$ cat src/rtl/vm_pkg.sv
// rtl/vm_pkg.sv - shared vending machine coin vocabulary and change width
package vm_pkg;

   localparam int CHANGE_W = 6;

   // Coin codes shared by the acceptor, the vending FSM and the payout hopper
   typedef enum logic [2:0] {
      NO_COIN    = 3'b000,
      NICKEL     = 3'b001,
      DIME       = 3'b010,
      QUARTER    = 3'b011,
      HALFDOLLAR = 3'b100,
      DOLLAR     = 3'b101
   } coin_t;

   // Coin values expressed in nickels
   localparam logic [CHANGE_W-1:0] VAL_NICKEL     = 6'd1;
   localparam logic [CHANGE_W-1:0] VAL_DIME       = 6'd2;
   localparam logic [CHANGE_W-1:0] VAL_QUARTER    = 6'd5;
   localparam logic [CHANGE_W-1:0] VAL_HALFDOLLAR = 6'd10;
   localparam logic [CHANGE_W-1:0] VAL_DOLLAR     = 6'd20;

   // Value in nickels of a coin code; anything that is not a coin is worth nothing
   function automatic logic [CHANGE_W-1:0] coin_value(input logic [2:0] code);
      case (code)
         NICKEL:     coin_value = VAL_NICKEL;
         DIME:       coin_value = VAL_DIME;
         QUARTER:    coin_value = VAL_QUARTER;
         HALFDOLLAR: coin_value = VAL_HALFDOLLAR;
         DOLLAR:     coin_value = VAL_DOLLAR;
         default:    coin_value = '0;
      endcase
   endfunction

endpackage

$ cat src/rtl/coin_select.sv
// rtl/coin_select.sv - greedy largest-coin selector (DOLLAR gated by CHANGE_DOLLAR_COIN_EN)
module coin_select
   import vm_pkg::*;
(
   input  logic [5:0] amount,
   output logic [2:0] coin,
   output logic [5:0] value
);

   // Ascending checks: the last coin that still fits wins, giving the largest one
   always_comb begin
      coin = NO_COIN;
      if (amount >= VAL_NICKEL)     coin = NICKEL;
      if (amount >= VAL_DIME)       coin = DIME;
      if (amount >= VAL_QUARTER)    coin = QUARTER;
      if (amount >= VAL_HALFDOLLAR) coin = HALFDOLLAR;
`ifdef CHANGE_DOLLAR_COIN_EN
      if (amount >= VAL_DOLLAR)     coin = DOLLAR;
`endif
      value = coin_value(coin);
   end

endmodule

$ cat src/rtl/change_dispenser.sv
// rtl/change_dispenser.sv - one-coin-at-a-time change payout FSM (option: CHANGE_DOLLAR_COIN_EN)
module change_dispenser
   import vm_pkg::*;
#(
   parameter int GAP_CYCLES = 3
)
(
   input  logic       clock,
   input  logic       reset,
   input  logic       load,
   input  logic [5:0] change,
   input  logic       hopper_ready,
   output logic       eject,
   output logic [2:0] coin_out,
   output logic [5:0] remaining,
   output logic       busy,
   output logic       done
);

   typedef enum logic [2:0] {
      S_IDLE,
      S_SELECT,
      S_EJECT,
      S_GAP,
      S_DONE
   } state_t;

   localparam logic [3:0] GAP_LAST = 4'(GAP_CYCLES - 1);

   state_t     state;
   state_t     state_next;
   logic [3:0] gap_cnt;
   logic [2:0] sel_coin;
   logic [5:0] sel_value;
   logic       gap_end;

   // Selector looks at the live balance; it is stable from SELECT through EJECT
   coin_select u_coin_select (
      .amount (remaining),
      .coin   (sel_coin),
      .value  (sel_value)
   );

   assign gap_end = (gap_cnt == GAP_LAST);

   // State register
   always_ff @(posedge clock) begin
      if (reset) state <= S_IDLE;
      else       state <= state_next;
   end

   // Next-state logic; the GAP exit sees the balance already reduced by the last coin
   always_comb begin
      state_next = state;
      case (state)
         S_IDLE: begin
            if (load) state_next = (change == '0) ? S_DONE : S_SELECT;
         end
         S_SELECT: begin
            if (hopper_ready) state_next = S_EJECT;
         end
         S_EJECT: begin
            state_next = S_GAP;
         end
         S_GAP: begin
            if (gap_end) state_next = (remaining == '0) ? S_DONE : S_SELECT;
         end
         S_DONE: begin
            state_next = S_IDLE;
         end
         default: begin
            state_next = S_IDLE;
         end
      endcase
   end

   // Balance, gap counter and registered outputs derived from the upcoming state
   always_ff @(posedge clock) begin
      if (reset) begin
         eject     <= 1'b0;
         coin_out  <= NO_COIN;
         remaining <= '0;
         busy      <= 1'b0;
         done      <= 1'b0;
         gap_cnt   <= '0;
      end else begin
         eject    <= (state_next == S_EJECT);
         coin_out <= (state_next == S_EJECT) ? sel_coin : NO_COIN;
         busy     <= (state_next != S_IDLE);
         done     <= (state_next == S_DONE);

         if (state == S_IDLE && load)
            remaining <= change;
         else if (state == S_EJECT)
            remaining <= remaining - sel_value;

         if (state == S_GAP && !gap_end)
            gap_cnt <= gap_cnt + 4'd1;
         else
            gap_cnt <= '0;
      end
   end

endmodule

$ cat config.mk
export PLATFORM = sky130hd
export DESIGN_NAME = change_dispenser
export DESIGN_NICKNAME = d
export VERILOG_FILES = /design/src/rtl/vm_pkg.sv /design/src/rtl/coin_select.sv /design/src/rtl/change_dispenser.sv
export SDC_FILE = /design/constraint.sdc
export NUM_CORES = 1
export LEC_CHECK = 0
export BUFFER_PORTS_ARGS = -buffer_cell sky130_fd_sc_hd__buf_2
export CAP_MARGIN = 20
export CORE_ASPECT_RATIO = 1.1
export CORE_MARGIN = 4
export CORE_UTILIZATION = 50
export DETAILED_ROUTE_END_ITERATION = 10
export GPL_ROUTABILITY_DRIVEN = 0
export PLACE_DENSITY = 0.74
export SLEW_MARGIN = 10
export SYNTH_ARGS = -nofsm -noshare
export SYNTH_HDL_FRONTEND = slang
export SYNTH_SLANG_ARGS = --single-unit
$ cat constraint.sdc
create_clock -name clock -period 3.9 [get_ports clock]
set_clock_uncertainty 0.15 [all_clocks]
set_input_delay 0.195 -clock clock [delete_from_list [all_inputs] [get_ports clock]]
set_output_delay 0.195 -clock clock [all_outputs]
set_load 0.005 [all_outputs]
# Yosys cells after proc, flatten, opt, wreduce, memory -nomap -nowiden
# Cells that the tools add are included.
[classes]
addsub = 2
n_mul = 0
div = 0
n_lt_le_gt_ge = 4
n_eq_ne = 11
n_shift = 0
muxes = 13
bitwise = 2
n_reduce_logical = 10
[op_table]
columns = ["operator", "count"]
rows = [
  ["$pmux W5 S5", 1],
  ["$mux W3", 6],
  ["$eq A3 B2 Y1 const B", 5],
  ["$logic_not A6 Y1", 2],
  ["$mux W6", 2],
  ["$pmux W3 S4", 1],
  ["$eq A3 B3 Y1 const B", 3],
  ["$eq A3 B1 Y1 const B", 2],
  ["$ge A6 B1 Y1 const B", 1],
  ["$ge A6 B2 Y1 const B", 1],
  ["$ge A6 B3 Y1 const B", 1],
  ["$ge A6 B4 Y1 const B", 1],
  ["$sub A6 B6 Y6", 1],
  ["$add A4 B1 Y4 const B", 1],
  ["$eq A4 B2 Y1 const B", 1],
  ["$mux W2", 2],
  ["$reduce_or A2 Y1", 2],
  ["$logic_not A3 Y1", 1],
  ["$reduce_bool A3 Y1", 1],
  ["$logic_and A1 B1 Y1", 2],
  ["$not A1 Y1", 2],
  ["$reduce_bool A2 Y1", 1],
  ["$logic_not A1 Y1", 1],
  ["$mux W1", 1],
]
[word_totals]
ff_bits = 19
latchBits = 0
ram_bits = 0
rom_bits = 0
inputBits = 10
elab_cells = 49
memories = 0

# Depth between registers and ports, before layout
# Gate-level depths: netlist of run 1.
[logic_depth]
word_depth = 10
depth_mapped = 11
depth_no_buf = 11

# Cells and area by module
# Synthesis of run 1 repeated with hierarchy kept, for this count alone.
[unflattened]
hier_cells = 133
area_unflattened_um2 = 1158.6
[by_module_without_submodules]
columns = ["mod", "n_inst", "cells_per_inst", "area_per_inst_um2"]
rows = [
  ["change_dispenser", 1, 113, 1038.5],
  ["coin_select", 1, 20, 120.1],
]

# Worst setup path before layout of run 1
# OpenSTA, ideal clock, no wires.
[synth_timing]
path_type = "reg2reg"
start = "register remaining[1]"
end = "register remaining[5]"
setup_ns = 0.121
arrival_time_ns = 2.082
t_required_ns = 3.629
path_slack_ns = 1.547
stages_incl_launch_ff = 9
n_path_buf = 0
period_less_slack_ns = 2.353
cell_sequence = "dfxtp_1 -> o311ai_0 -> nand2_1 -> ha_1 -> nor2b_1 -> o31a_1 -> o21ai_0 -> a211o_1 -> a31oi_1"
[synth_between]
elab_chain_len = 10
word_cells_on_any_way = 17
cone_classes = "add/sub: 1; order compare: 4; eq/ne: 5; mux: 7"
[synth_rtl]
columns = ["item", "line_no", "rtl"]
rows = [
  ["start: declaration", "change_dispenser.sv:15", "output logic [5:0] remaining,"],
  ["start signal: assignment", "change_dispenser.sv:93", "remaining <= change;"],
  ["start signal: assignment", "change_dispenser.sv:95", "remaining <= remaining - sel_value;"],
  ["$ge A6 B1 Y1", "coin_select.sv:13", "if (amount >= VAL_NICKEL) coin = NICKEL;"],
  ["$mux W1", "coin_select.sv:13", ""],
  ["$mux W2", "coin_select.sv:14", "if (amount >= VAL_DIME) coin = DIME;"],
  ["$mux W2", "coin_select.sv:15", "if (amount >= VAL_QUARTER) coin = QUARTER;"],
  ["$mux W3", "coin_select.sv:16", "if (amount >= VAL_HALFDOLLAR) coin = HALFDOLLAR;"],
  ["$eq A3 B3 Y1, or another cell as far along", "vm_pkg.sv:25", "case (code)"],
  ["$pmux W5 S5", "vm_pkg.sv:25", ""],
  ["$sub A6 B6 Y6 (*)", "change_dispenser.sv:95", ""],
  ["$mux W6 (*)", "change_dispenser.sv:94", "else if (state == S_EJECT)"],
  ["$mux W6 (*)", "change_dispenser.sv:92", "if (state == S_IDLE && load)"],
]
# Mark *: on every way between the ends. The rest lies on a longest branch, timed or not. The select of a mux whose other input is x is not followed.
# A chain may end at the register's enable or synchronous reset.

# Worst setup path in the final report of run 1
# Ends and elaborated chain as after synthesis.

==> summary.md, run 1 <==
| Metric | Value |
|---|---|
| Setup Buffers After CTS | `0` |
| Mean area per synthesized cell | `approximately 8.6 sq um` |
| R2R Path End | `remaining[5]$_SDFFE_PP0P_` |
| # fillers | `156` |
| Layout cell share with drive strength beyond 1 | `21.8%` |
| Final core utilization | `63.3%` |
| P_leak | `slightly above 0.0005 uW` |
| Seq/Total Area, Yosys | `between 30 and 40%` |
| Port Buf Inserts | `21` |
| Core Rows | `16` |
| Detailed router's first-iteration violation count | `20` |
| Cts hold-fix bufs | `0` |
| Cell Area, Synth | `around 1000 sq um` |
| Chip Width | `around 50 um` |
| Max Cap Viol | `0` |
| Post-synthesis async set-or-reset flop share | `0%` |
| Worst Hold End | `remaining[0]$_SDFFE_PP0P_` |
| Root Driver | `clkbuf_4` |
| Crit path launch type | `flip-flop` |
| Final hold vios | `0` |
| RSZ-0062 raised after global routing | `no` |
| GRT Util Overall | `roughly 17%` |
| Final worst path period share | `about 69%` |
| Worst-margin pin slew | `~0.6 ns` |
| CTS buffer count | `3` |
| WP data arrival | `2.72 ns` |
| Syn_nets | `136` |
| Commonest cells after routing, fill and taps aside | `21 x buf_2, 20 x nor2_1, 19 x dfxtp_1` |
| Antenna Cells | `0` |
| Hold depth | `3` |
| Post-layout minimum cycle time | `about 2.7 ns` |
| Adder-Cell Fraction of Synth Area | `10.6%` |
| R2R depth | `8` |
| XOR/XNOR Fraction of Synth Area | `under 10%` |
| Yosys cell types | `38` |
| Rel. slew slack | `about 60%` |
| HP Class | `in2reg` |
| Grt ovf | `0` |
| Clock slew seen by the registers of the worst setup and hold paths | `0.10 ns` |
| Via Count | `931` |
| Final Slew Violations | `0` |
| Post-synth EDFFs | `0` |
| Die ar. | `2820 sq um` |
| Post-route non-filler standard cell count | `~170` |
| Status | `finished, final reports clean` |
| Post-CTS sizing | `0` |
| Worst-Skew Late Latency | `0.29 ns` |
| Worst path required time | `3.94 ns` |
| First-pass GRT wire length | `3740 um` |
| Main combinational cell family by area after synthesis | `simple AND/OR/NAND/NOR gates` |
| Layout area overhead | `15.7%` |
| Fmax | `0.373 GHz` |
| Post-Synth Simple-Gate Area | `24.0%` |
| Compound-cell area share of the yosys netlist | `18.8%` |
| Via/cell ratio | `5.51` |
| # clock sinks | `19` |
| CTS HTree Levels | `1` |
| Final WL | `2220 um` |
| HP Start | `change[0]` |
| Initial Utilization | `between 50% and 60%` |
| Top cell type's share of synthesized area | `37.3%` |
| PwrDens | `410 nW/um^2` |
| Commonest non-fill, non-tap cell in the layout | `buf_2` |
| Placed cells | `165` |
| Final setup vio count | `0` |
| Number of global-route vias before repair | `865` |
| Synth warnings | `0` |
| Initial antenna violation count | `0` |
| Final #Nets | `approximately 160` |
| Routed WL per cell | `13.1 um` |
| #FFs+latches synth | `19` |
| Core Box Area | `between 1500 and 2000 sq um` |
| DRC viols | `0` |
| Leading area contributor after synthesis | `dfxtp_1` |
| Hpwl dp | `1780 um` |
| Final setup TNS | `0 ns` |
| Die extent in y | `55.3 um` |
| CTS tree | `done` |
| WS Path Type | `reg2reg` |
| Initial DRT Pass Iterations | `5` |
| Clock Tree Buf Depth | `2` |
| Critical Path Sink Type | `flip-flop` |
| Mux share of post-synthesis cell area | `0.983%` |
| I/O Pins | `22` |
| Area contributors post-synth | `dfxtp_1 37%, ha_1 8.6%, nor2_1 7.4%, inv_1 3.3%, nand2_1 3.3%` |
| Largest net degree at the start of global routing | `11` |
| R2R setup slack | `1.22 ns` |
| Main synth FF type | `dfxtp_1` |
| Peak VDD IR | `between 0.2 and 0.25 mV` |
| Synth Instances | `118` |
| Post-DRT Antenna Nets | `0` |
| Critical R2R Launch | `remaining[1]$_SDFFE_PP0P_` |
| Crit path max fanout | `9` |
[critical path, cell delays in order (launching register included)]
cell and delay, ns:
dfxtp_1 0.42, o311ai_0 0.58, nand2_1 0.20, ha_1 0.31, nor2b_1 0.14, o31a_1 0.26
o21ai_0 0.26, a211o_1 0.17, a31oi_1 0.07
[synth_stat cells (all sizes together) (2+ instances only)]
library cell	number
xnor2	3
a22oi	2
o21a	2
nor3	3
nor2b	2
inv	11
nor2	21
dfxtp	19
a21oi	4
a221oi	3
o31a	2
nor4	2
ha	7
o21ai	5
nand2	10
nand3	3
[area by class of cell]
class,instances,area [sq um],area share (%)
tap,27,33.8,2.87
sequential,19,380,32.3
clock buffer,4,26.3,2.23
multi-input combinational,87,592,50.2
inverter,11,41.3,3.50
timing repair buffer,21,105,8.92
[flip-flops by register name (all words and copies together), names as in the netlist]
register   cells
eject          1
remaining      6
busy           1
coin_out       3
gap_cnt        4
state          3
done           1
[report_power, final]
part           internal [uW]  switching, uW  total [uW]
sequential               206           16.3         222
clock                   39.8           58.0        97.8
combinational           75.8           87.5         163
total                    322            162         483
[cell families (layout without fill, tap and decap cells)]
kind of cell	count (synthesis)	count (layout)
AOI/OAI and AO/OA	26	26
other	1	1
and+or+nand+nor	47	47
DFF	19	19
xor gates and xnor gates	4	4
buffers and inverters	12	36
muxes	1	1
adders and majority gates	8	8
[worst max-delay path by stage]
| stage | startpoint | to | slack, ns |
|---|---|---|---|
| 2_1_floorplan | remaining[1]$_SDFFE_PP0P_ | remaining[5]$_SDFFE_PP0P_ | 1.55 |
| 3_3_place_gp | remaining[1]$_SDFFE_PP0P_ | remaining[5]$_SDFFE_PP0P_ | 1.35 |
| 3_5_place_dp | remaining[1]$_SDFFE_PP0P_ | remaining[5]$_SDFFE_PP0P_ | 1.23 |
| 4_1_cts | remaining[1]$_SDFFE_PP0P_ | remaining[5]$_SDFFE_PP0P_ | 1.21 |
| 5_1_grt | remaining[1]$_SDFFE_PP0P_ | remaining[5]$_SDFFE_PP0P_ | 0.95 |
| 6_report | remaining[1]$_SDFFE_PP0P_ | remaining[5]$_SDFFE_PP0P_ | 1.22 |
[layer usage]
layer  up-vias  GRT usage, %  wire length [um]
li1        468             -                 -
met1       428          20.7               950
met2        29          28.9              1130
met3         6          1.61                72
met4         0          8.85                70
met5         -             0                 0
[metrics by stage]
stage | setup slack (ns) | total power, uW | hold WS [ns] | area, sq um
after floorplan | 1.55 | 345 | 0.193 | 1020
after global placement | 1.35 | 386 | 0.297 | 1150
after detailed placement | 1.23 | 390 | 0.311 | 1150
after CTS | 1.21 | 487 | 0.0133 | 1180
after global routing | 0.950 | 520 | 0.0176 | 1180
final | 1.22 | 483 | 0.00819 | 1180
(Power assumes the default switching activity.)
==> run 2, diff against run 1 <==
Settings changed: CORE_UTILIZATION 50 to 47, PLACE_DENSITY 0.74 to 0.73.
Clock period 3.9 ns to 2.4 ns, I/O delays scaled along.
==> run 2 against run 1 <==
Against the previous run: sequential share of layout area decreased by 4.1 points; non-clock buffer count rose by 17; final cell count grew 11%; global-route usage is 1.9 points higher; worst setup slack worse by 1.1 ns; sequential power up 58%.
==> summary.md, run 2 (synthesis gave the netlist of run 1 again) <==
| Metric | Value |
|---|---|
| Status | `finished, final reports clean` |
| Grt ovf | `0` |
| Worst-margin pin slew | `0.465 ns` |
| Post-DP Area | `1220 sq um` |
| Routed WL per cell | `13.1 um` |
| CTS tree | `done` |
| Crit path max fanout | `3` |
| Initial DRT Pass Iterations | `4` |
| Max reg flops | `6` |
| Regs by FF count | `remaining: 6 flops, gap_cnt: 4 flops` |
| PwrDens | `639 nW/um^2` |
| Via/cell ratio | `5.47` |
| Root Driver | `clkbuf_4` |
| Die extent in y | `56.8 um` |
| Combinational power share | `40.8%` |
| Clock power frac | `18.7%` |
| Final hold vios | `0` |
| Top delay family on crit path | `compound AO/OA/AOI/OAI gates` |
| RSZ-0062 raised after global routing | `yes` |
| P_leak | `0.000599 uW` |
| Final setup TNS | `0 ns` |
| Chip Width | `~52 um` |
| # clock sinks | `19` |
| Antenna Cells | `0` |
| Largest net degree at the start of global routing | `12` |
| First-pass GRT wire length | `around 4300 um` |
| # fillers | `187` |
| R2R setup slack | `around 0.13 ns` |
| Worst path required time | `2.49 ns` |
| HP Start | `hopper_ready` |
| Detailed router's first-iteration violation count | `22` |
| Placed cells | `about 180` |
| CTS HTree Levels | `1` |
| Critical Path Sink Type | `flip-flop` |
| Finished Cell Area | `1360 sq um` |
| CTS buffer count | `3` |
| Post-route non-filler standard cell count | `187` |
| Via Count | `around 1.0k` |
| Largest reg by FF count | `remaining` |
| Pre-CTS WS | `-0.0455 ns` |
| WP data arrival | `roughly 2.4 ns` |
| Core Box Area | `2040 sq um` |
| R2R depth | `11` |
| Final Slew Violations | `0` |
| GRT Util Overall | `18.9%` |
| Crit path launch type | `flip-flop` |
| Core Rows | `17` |
| Worst-Skew Late Latency | `0.30 ns` |
| Rel. slew slack | `68.2%` |
| Hpwl dp | `1910 um` |
| Initial Utilization | `49.9%` |
| Hold depth | `3` |
| DRC viols | `0` |
| Total power | `866 uW` |
| Switching part of the total | `between 30% and 40%` |
| Final setup vio count | `0` |
| Worst Hold End | `state[1]$_SDFF_PP0_` |
| Final worst path period share | `94.6%` |
| Number of global-route vias before repair | `1041` |
| Layout area overhead | `33.0%` |
| Final #Nets | `178` |
| Clock slew seen by the registers of the worst setup and hold paths | `0.11 ns` |
| Die ar. | `2980 sq um` |
| R2R Path End | `remaining[4]$_SDFFE_PP0P_` |
| Layout cell share with drive strength beyond 1 | `between 30% and 40%` |
| Worst stage delay on the critical path | `between 0.3 and 0.4 ns` |
| Switch Pwr | `295 uW` |
| Post-DRT Antenna Nets | `0` |
| Cell type of the slowest stage on the worst timing path | `fa_2` |
| I/O Pins | `22` |
| Commonest cells after routing, fill and taps aside | `21 x buf_2, 19 x nor2_1, 18 x dfxtp_1` |
| Critical R2R Launch | `remaining[4]$_SDFFE_PP0P_` |
| Worst setup margin | `around 0.13 ns` |
| HP Class | `in2reg` |
| Internal power | `571 uW` |
| Commonest non-fill, non-tap cell in the layout | `buf_2` |
| Clock Tree Buf Depth | `2` |
| CP bufs+invs | `2` |
| Flop pwr share | `40.5%` |
| Initial antenna violation count | `0` |
| Peak VDD IR | `0.387 mV` |
| WS Path Type | `reg2reg` |
| Critical path's most frequent cell | `a21oi_2` |
| Max Cap Viol | `0` |
| Port Buf Inserts | `21` |
| Fmax | `0.440 GHz` |
| Crit-path cells | `nor2_1 -> o311ai_2 -> inv_1 -> ha_2 -> inv_2 -> fa_2 -> a21o_1 -> a21oi_2 -> xnor2_1 -> nand2_1 -> a21oi_2` |
| Post-layout minimum cycle time | `2.27 ns` |
| Final WL | `2460 um` |
-- run 2: cell types whose count changed in the layout (fill, tap and decap cells not counted), moves of 2 or more --
cell / before / now
a21oi_2: 0 / 2
a21oi_1: 4 / 2
dlygate4sd3_1: 0 / 7
buf_4: 0 / 10
-- run 2: how the worst max path moves through the flow --
stage | end | cells past startpoint | slack, ns | start
3_5_place_dp | remaining[5]$_SDFFE_PP0P_ | 8 | -0.05 | remaining[1]$_SDFFE_PP0P_
4_1_cts | remaining[4]$_SDFFE_PP0P_ | 11 | 0.06 | remaining[2]$_SDFFE_PP0P_
5_1_grt | remaining[4]$_SDFFE_PP0P_ | 11 | -0.06 | remaining[2]$_SDFFE_PP0P_
2_1_floorplan | remaining[5]$_SDFFE_PP0P_ | 8 | 0.05 | remaining[1]$_SDFFE_PP0P_
3_3_place_gp | remaining[5]$_SDFFE_PP0P_ | 8 | 0.004 | remaining[1]$_SDFFE_PP0P_
6_report | remaining[4]$_SDFFE_PP0P_ | 11 | 0.13 | remaining[4]$_SDFFE_PP0P_
-- run 2: cell type report --
class / count / area, sq um / share of cell area, %
tap: 28 / 35.0 / 2.59
clock buffer: 3 / 22.5 / 1.66
timing repair buffer: 38 / 250 / 18.5
sequential: 19 / 382 / 28.2
multi-input combinational: 87 / 619 / 45.7
inverter: 11 / 41.3 / 3.05
clock inverter: 1 / 5.00 / 0.369
-- run 2: power groups by stage --
stage	logic (uW)	clock network, uW	registers (uW)
after floorplan	196	0	365
after detailed placement	309	0	356
after global placement	302	0	354
after global routing	390	184	354
final	353	162	351
after CTS	321	170	349
-- run 2: metrics by stage --
stage	hold slack, ns	util, %
3_5_place_dp	0.252	59.8
3_3_place_gp	0.239	59.8
4_1_cts	0.0267	64.6
5_1_grt	0.0887	66.4
6_report	0.0461	66.4
2_1_floorplan	0.118	-
-- run 2: worst register-to-register path, delay by kind of cell (launching register included) --
family / cells / cell delay [ns]
adders and majority gates: 2 / 0.53
and+or+nand+nor: 2 / 0.30
AOI/OAI and AO/OA: 4 / 0.65
DFF: 1 / 0.33
xor gates and xnor gates: 1 / 0.12
buffers and inverters: 2 / 0.13
-- run 2: repair_timing --
item / CTS / global route
setup endpoints to repair: 2 / 4
setup buffers: 0 / 1
pin swaps: 0 / 1
resized for setup: 1 / 10
hold endpoints to repair: 7 / 0
hold buffers: 7 / 0
-- run 2: per-layer routing --
metal | vias up | wire length (um) | share of wire, % | global-route usage [%]
met5 | - | 0 | 0 | 0
met4 | 0 | 108 | 4.4 | 13.5
met3 | 12 | 110 | 4.5 | 2.12
met2 | 38 | 1300 | 53 | 33.3
met1 | 473 | 934 | 38 | 19.8
li1 | 500 | - | - | -
==> run 3, diff against run 2 <==
--- a/config.mk
+++ b/config.mk
@@ -8,3 +8,3 @@
 export BUFFER_PORTS_ARGS = -buffer_cell sky130_fd_sc_hd__buf_2
-export CAP_MARGIN = 20
+export CAP_MARGIN = 25
 export CORE_ASPECT_RATIO = 1.1
==> constraint.sdc (replaced) <==
create_clock -name clock -period 2.4 [get_ports clock]
set_clock_uncertainty 0.15 [all_clocks]
set_input_delay 0.24 -clock clock [delete_from_list [all_inputs] [get_ports clock]]
set_output_delay 0.24 -clock clock [all_outputs]
set_load 0.005 [all_outputs]
==> run 3 against run 2 <==
Against the previous run: total power fell by 0.44%; fmax fell by 0.57%; register-to-register slack about the same; combinational power decreased by 1%; clock power is essentially flat; largest power group is now sequential cells.
==> summary.md, run 3 (synthesis gave the netlist of run 1 again) <==
| Metric | Value |
|---|---|
| Port Buf Inserts | `21` |
| CTS tree | `done` |
| CTS buffer count | `3` |
| Hold depth | `3` |
| Final hold vios | `0` |
| Root Driver | `clkbuf_4` |
| Rel. slew slack | `68.1%` |
| Final setup vio count | `0` |
| Final WL | `2420 um` |
| CTS HTree Levels | `1` |
| Initial DRT Pass Iterations | `4` |
| Post-DRT Antenna Nets | `0` |
| Clock slew seen by the registers of the worst setup and hold paths | `0.11 ns` |
| Layout area overhead | `26.2%` |
| Core Box Area | `2040 sq um` |
| Die extent in y | `56.8 um` |
| Final setup TNS | `0 ns` |
| R2R setup slack | `0.12 ns` |
| Via/cell ratio | `5.58` |
| Routed WL per cell | `13.5 um` |
| Worst path required time | `2.49 ns` |
| Total power | `between 800 and 900 uW` |
| Most used routing layer in global routing | `met2` |
| # clock sinks | `19` |
| Status | `finished, final reports clean` |
| Largest reg by FF count | `remaining` |
| Largest net degree at the start of global routing | `12` |
| Crit path max fanout | `3` |
| Number of global-route vias before repair | `980` |
| Chip Width | `~52 um` |
| Crit-path cells | `nor2_1 -> o311ai_2 -> inv_1 -> ha_2 -> inv_2 -> fa_2 -> a21o_1 -> a21oi_2 -> xnor2_1 -> nand2_1 -> a21oi_2` |
| CP bufs+invs | `2` |
| Crit path launch type | `flip-flop` |
| Final #Nets | `171` |
| Final Slew Violations | `0` |
| Layout cell share with drive strength beyond 1 | `33.6%` |
| Worst-Skew Late Latency | `0.30 ns` |
| Max Cap Viol | `0` |
| RSZ-0062 raised after global routing | `yes` |
| Detailed router's first-iteration violation count | `18` |
| Final worst path period share | `a little over nine tenths` |
| PwrDens | `671 nW/um^2` |
| Top delay family on crit path | `compound AO/OA/AOI/OAI gates` |
| Via Count | `1004` |
| Die ar. | `2980 sq um` |
| Grt ovf | `0` |
| Worst-margin pin slew | `0.467 ns` |
| M1 GR Usage | `18.5%` |
| Antenna Cells | `0` |
| Critical R2R Launch | `remaining[4]$_SDFFE_PP0P_` |
| R2R depth | `11` |
| GRT Util Overall | `~18%` |
| P_leak | `0.000570 uW` |
| Hold_ws | `0.0498 ns` |
| First-pass GRT wire length | `around 4000 um` |
| Max reg flops | `6` |
| Fmax | `0.438 GHz` |
| HP Class | `in2reg` |
| Regs by FF count | `remaining: 6 flops, gap_cnt: 4 flops` |
| R2R Path End | `remaining[4]$_SDFFE_PP0P_` |
| Met2 Use GR | `30.9%` |
| Stages on worst setup path | `11` |
| WS Path Type | `reg2reg` |
| Worst Hold End | `remaining[5]$_SDFFE_PP0P_` |
| Commonest cells after routing, fill and taps aside | `21 x buf_2, 19 x nor2_1, 18 x dfxtp_1` |
| Cell type of the slowest stage on the worst timing path | `fa_2` |
| I/O Pins | `22` |
| Initial Utilization | `roughly half` |
| Hpwl dp | `1910 um` |
| WP data arrival | `roughly 2.4 ns` |
| Critical path's most frequent cell | `a21oi_2` |
| Pre-CTS WS | `-0.0455 ns` |
| Worst stage delay on the critical path | `roughly 0.36 ns` |
| Peak VDD IR | `0.369 mV` |
| Commonest non-fill, non-tap cell in the layout | `buf_2` |
| Core Rows | `17` |
| Initial antenna violation count | `0` |
| HP Start | `change[5]` |
| Critical Path Sink Type | `flip-flop` |
| Worst setup margin | `0.116 ns` |
| Clock Tree Buf Depth | `2` |
| Post-layout minimum cycle time | `between 2 and 2.5 ns` |
| DRC viols | `0` |
| Grt met3 use | `around 2.1%` |
run 3: changes by cell type in the layout (fill, tap and decap cells not counted):
cell,previous run,this run
dlygate4sd3_1,7,0
run 3: worst max-delay path by stage:
stage,from,end
finish,remaining[4]$_SDFFE_PP0P_,remaining[4]$_SDFFE_PP0P_
floorplan,remaining[1]$_SDFFE_PP0P_,remaining[5]$_SDFFE_PP0P_
global route,remaining[2]$_SDFFE_PP0P_,remaining[4]$_SDFFE_PP0P_
detailed placement,remaining[1]$_SDFFE_PP0P_,remaining[5]$_SDFFE_PP0P_
global placement,remaining[1]$_SDFFE_PP0P_,remaining[5]$_SDFFE_PP0P_
CTS,remaining[2]$_SDFFE_PP0P_,remaining[4]$_SDFFE_PP0P_
run 3: routing by layer:
| layer | share of wire, % | up-vias |
|---|---|---|
| li1 | - | 486 |
| met1 | 39 | 469 |
| met2 | 52 | 36 |
| met3 | 4.3 | 13 |
| met4 | 4.6 | 0 |
| met5 | 0 | - |
run 3: final cells by class:
class                           count  area (sq um)
Timing Repair Buffer               31           180
Sequential cell                    19           382
Inverter                           11          41.3
Clock buffer                        3          22.5
Clock inverter                      1          5.00
Tap cell                           28          35.0
Multi-Input combinational cell     87           619
Fill cell                         196           757
run 3: power by group:
group          leakage, uW  internal, uW  switching [uW]  total, uW
Clock            0.0000177          62.2             102        164
Sequential        0.000155           335            15.2        351
Combinational     0.000397           167             180        348
Total             0.000570           565             297        862
run 3: tightest hold or removal path, cell delays in order:
cell,delay (ns)
buf_2,0.11
nand2_1,0.05
a31oi_1,0.06
run 3: metrics by stage:
step | utilization (%) | instance area (sq um) | cells
floorplan | - | 1020 | 118
global placement | 59.8 | 1220 | 175
global route | 62.9 | 1280 | 180
detailed placement | 59.8 | 1220 | 175
finish | 62.9 | 1280 | 180
CTS | 61.2 | 1250 | 179
run 3: timing repair:
| item | 4_1_cts | 5_1_grt |
|---|---|---|
| pin swaps | 0 | 1 |
| resized for setup | 1 | 10 |
| setup endpoints to repair | 2 | 4 |
| hold buffers | 0 | 0 |
| buffers inserted | 0 | 1 |
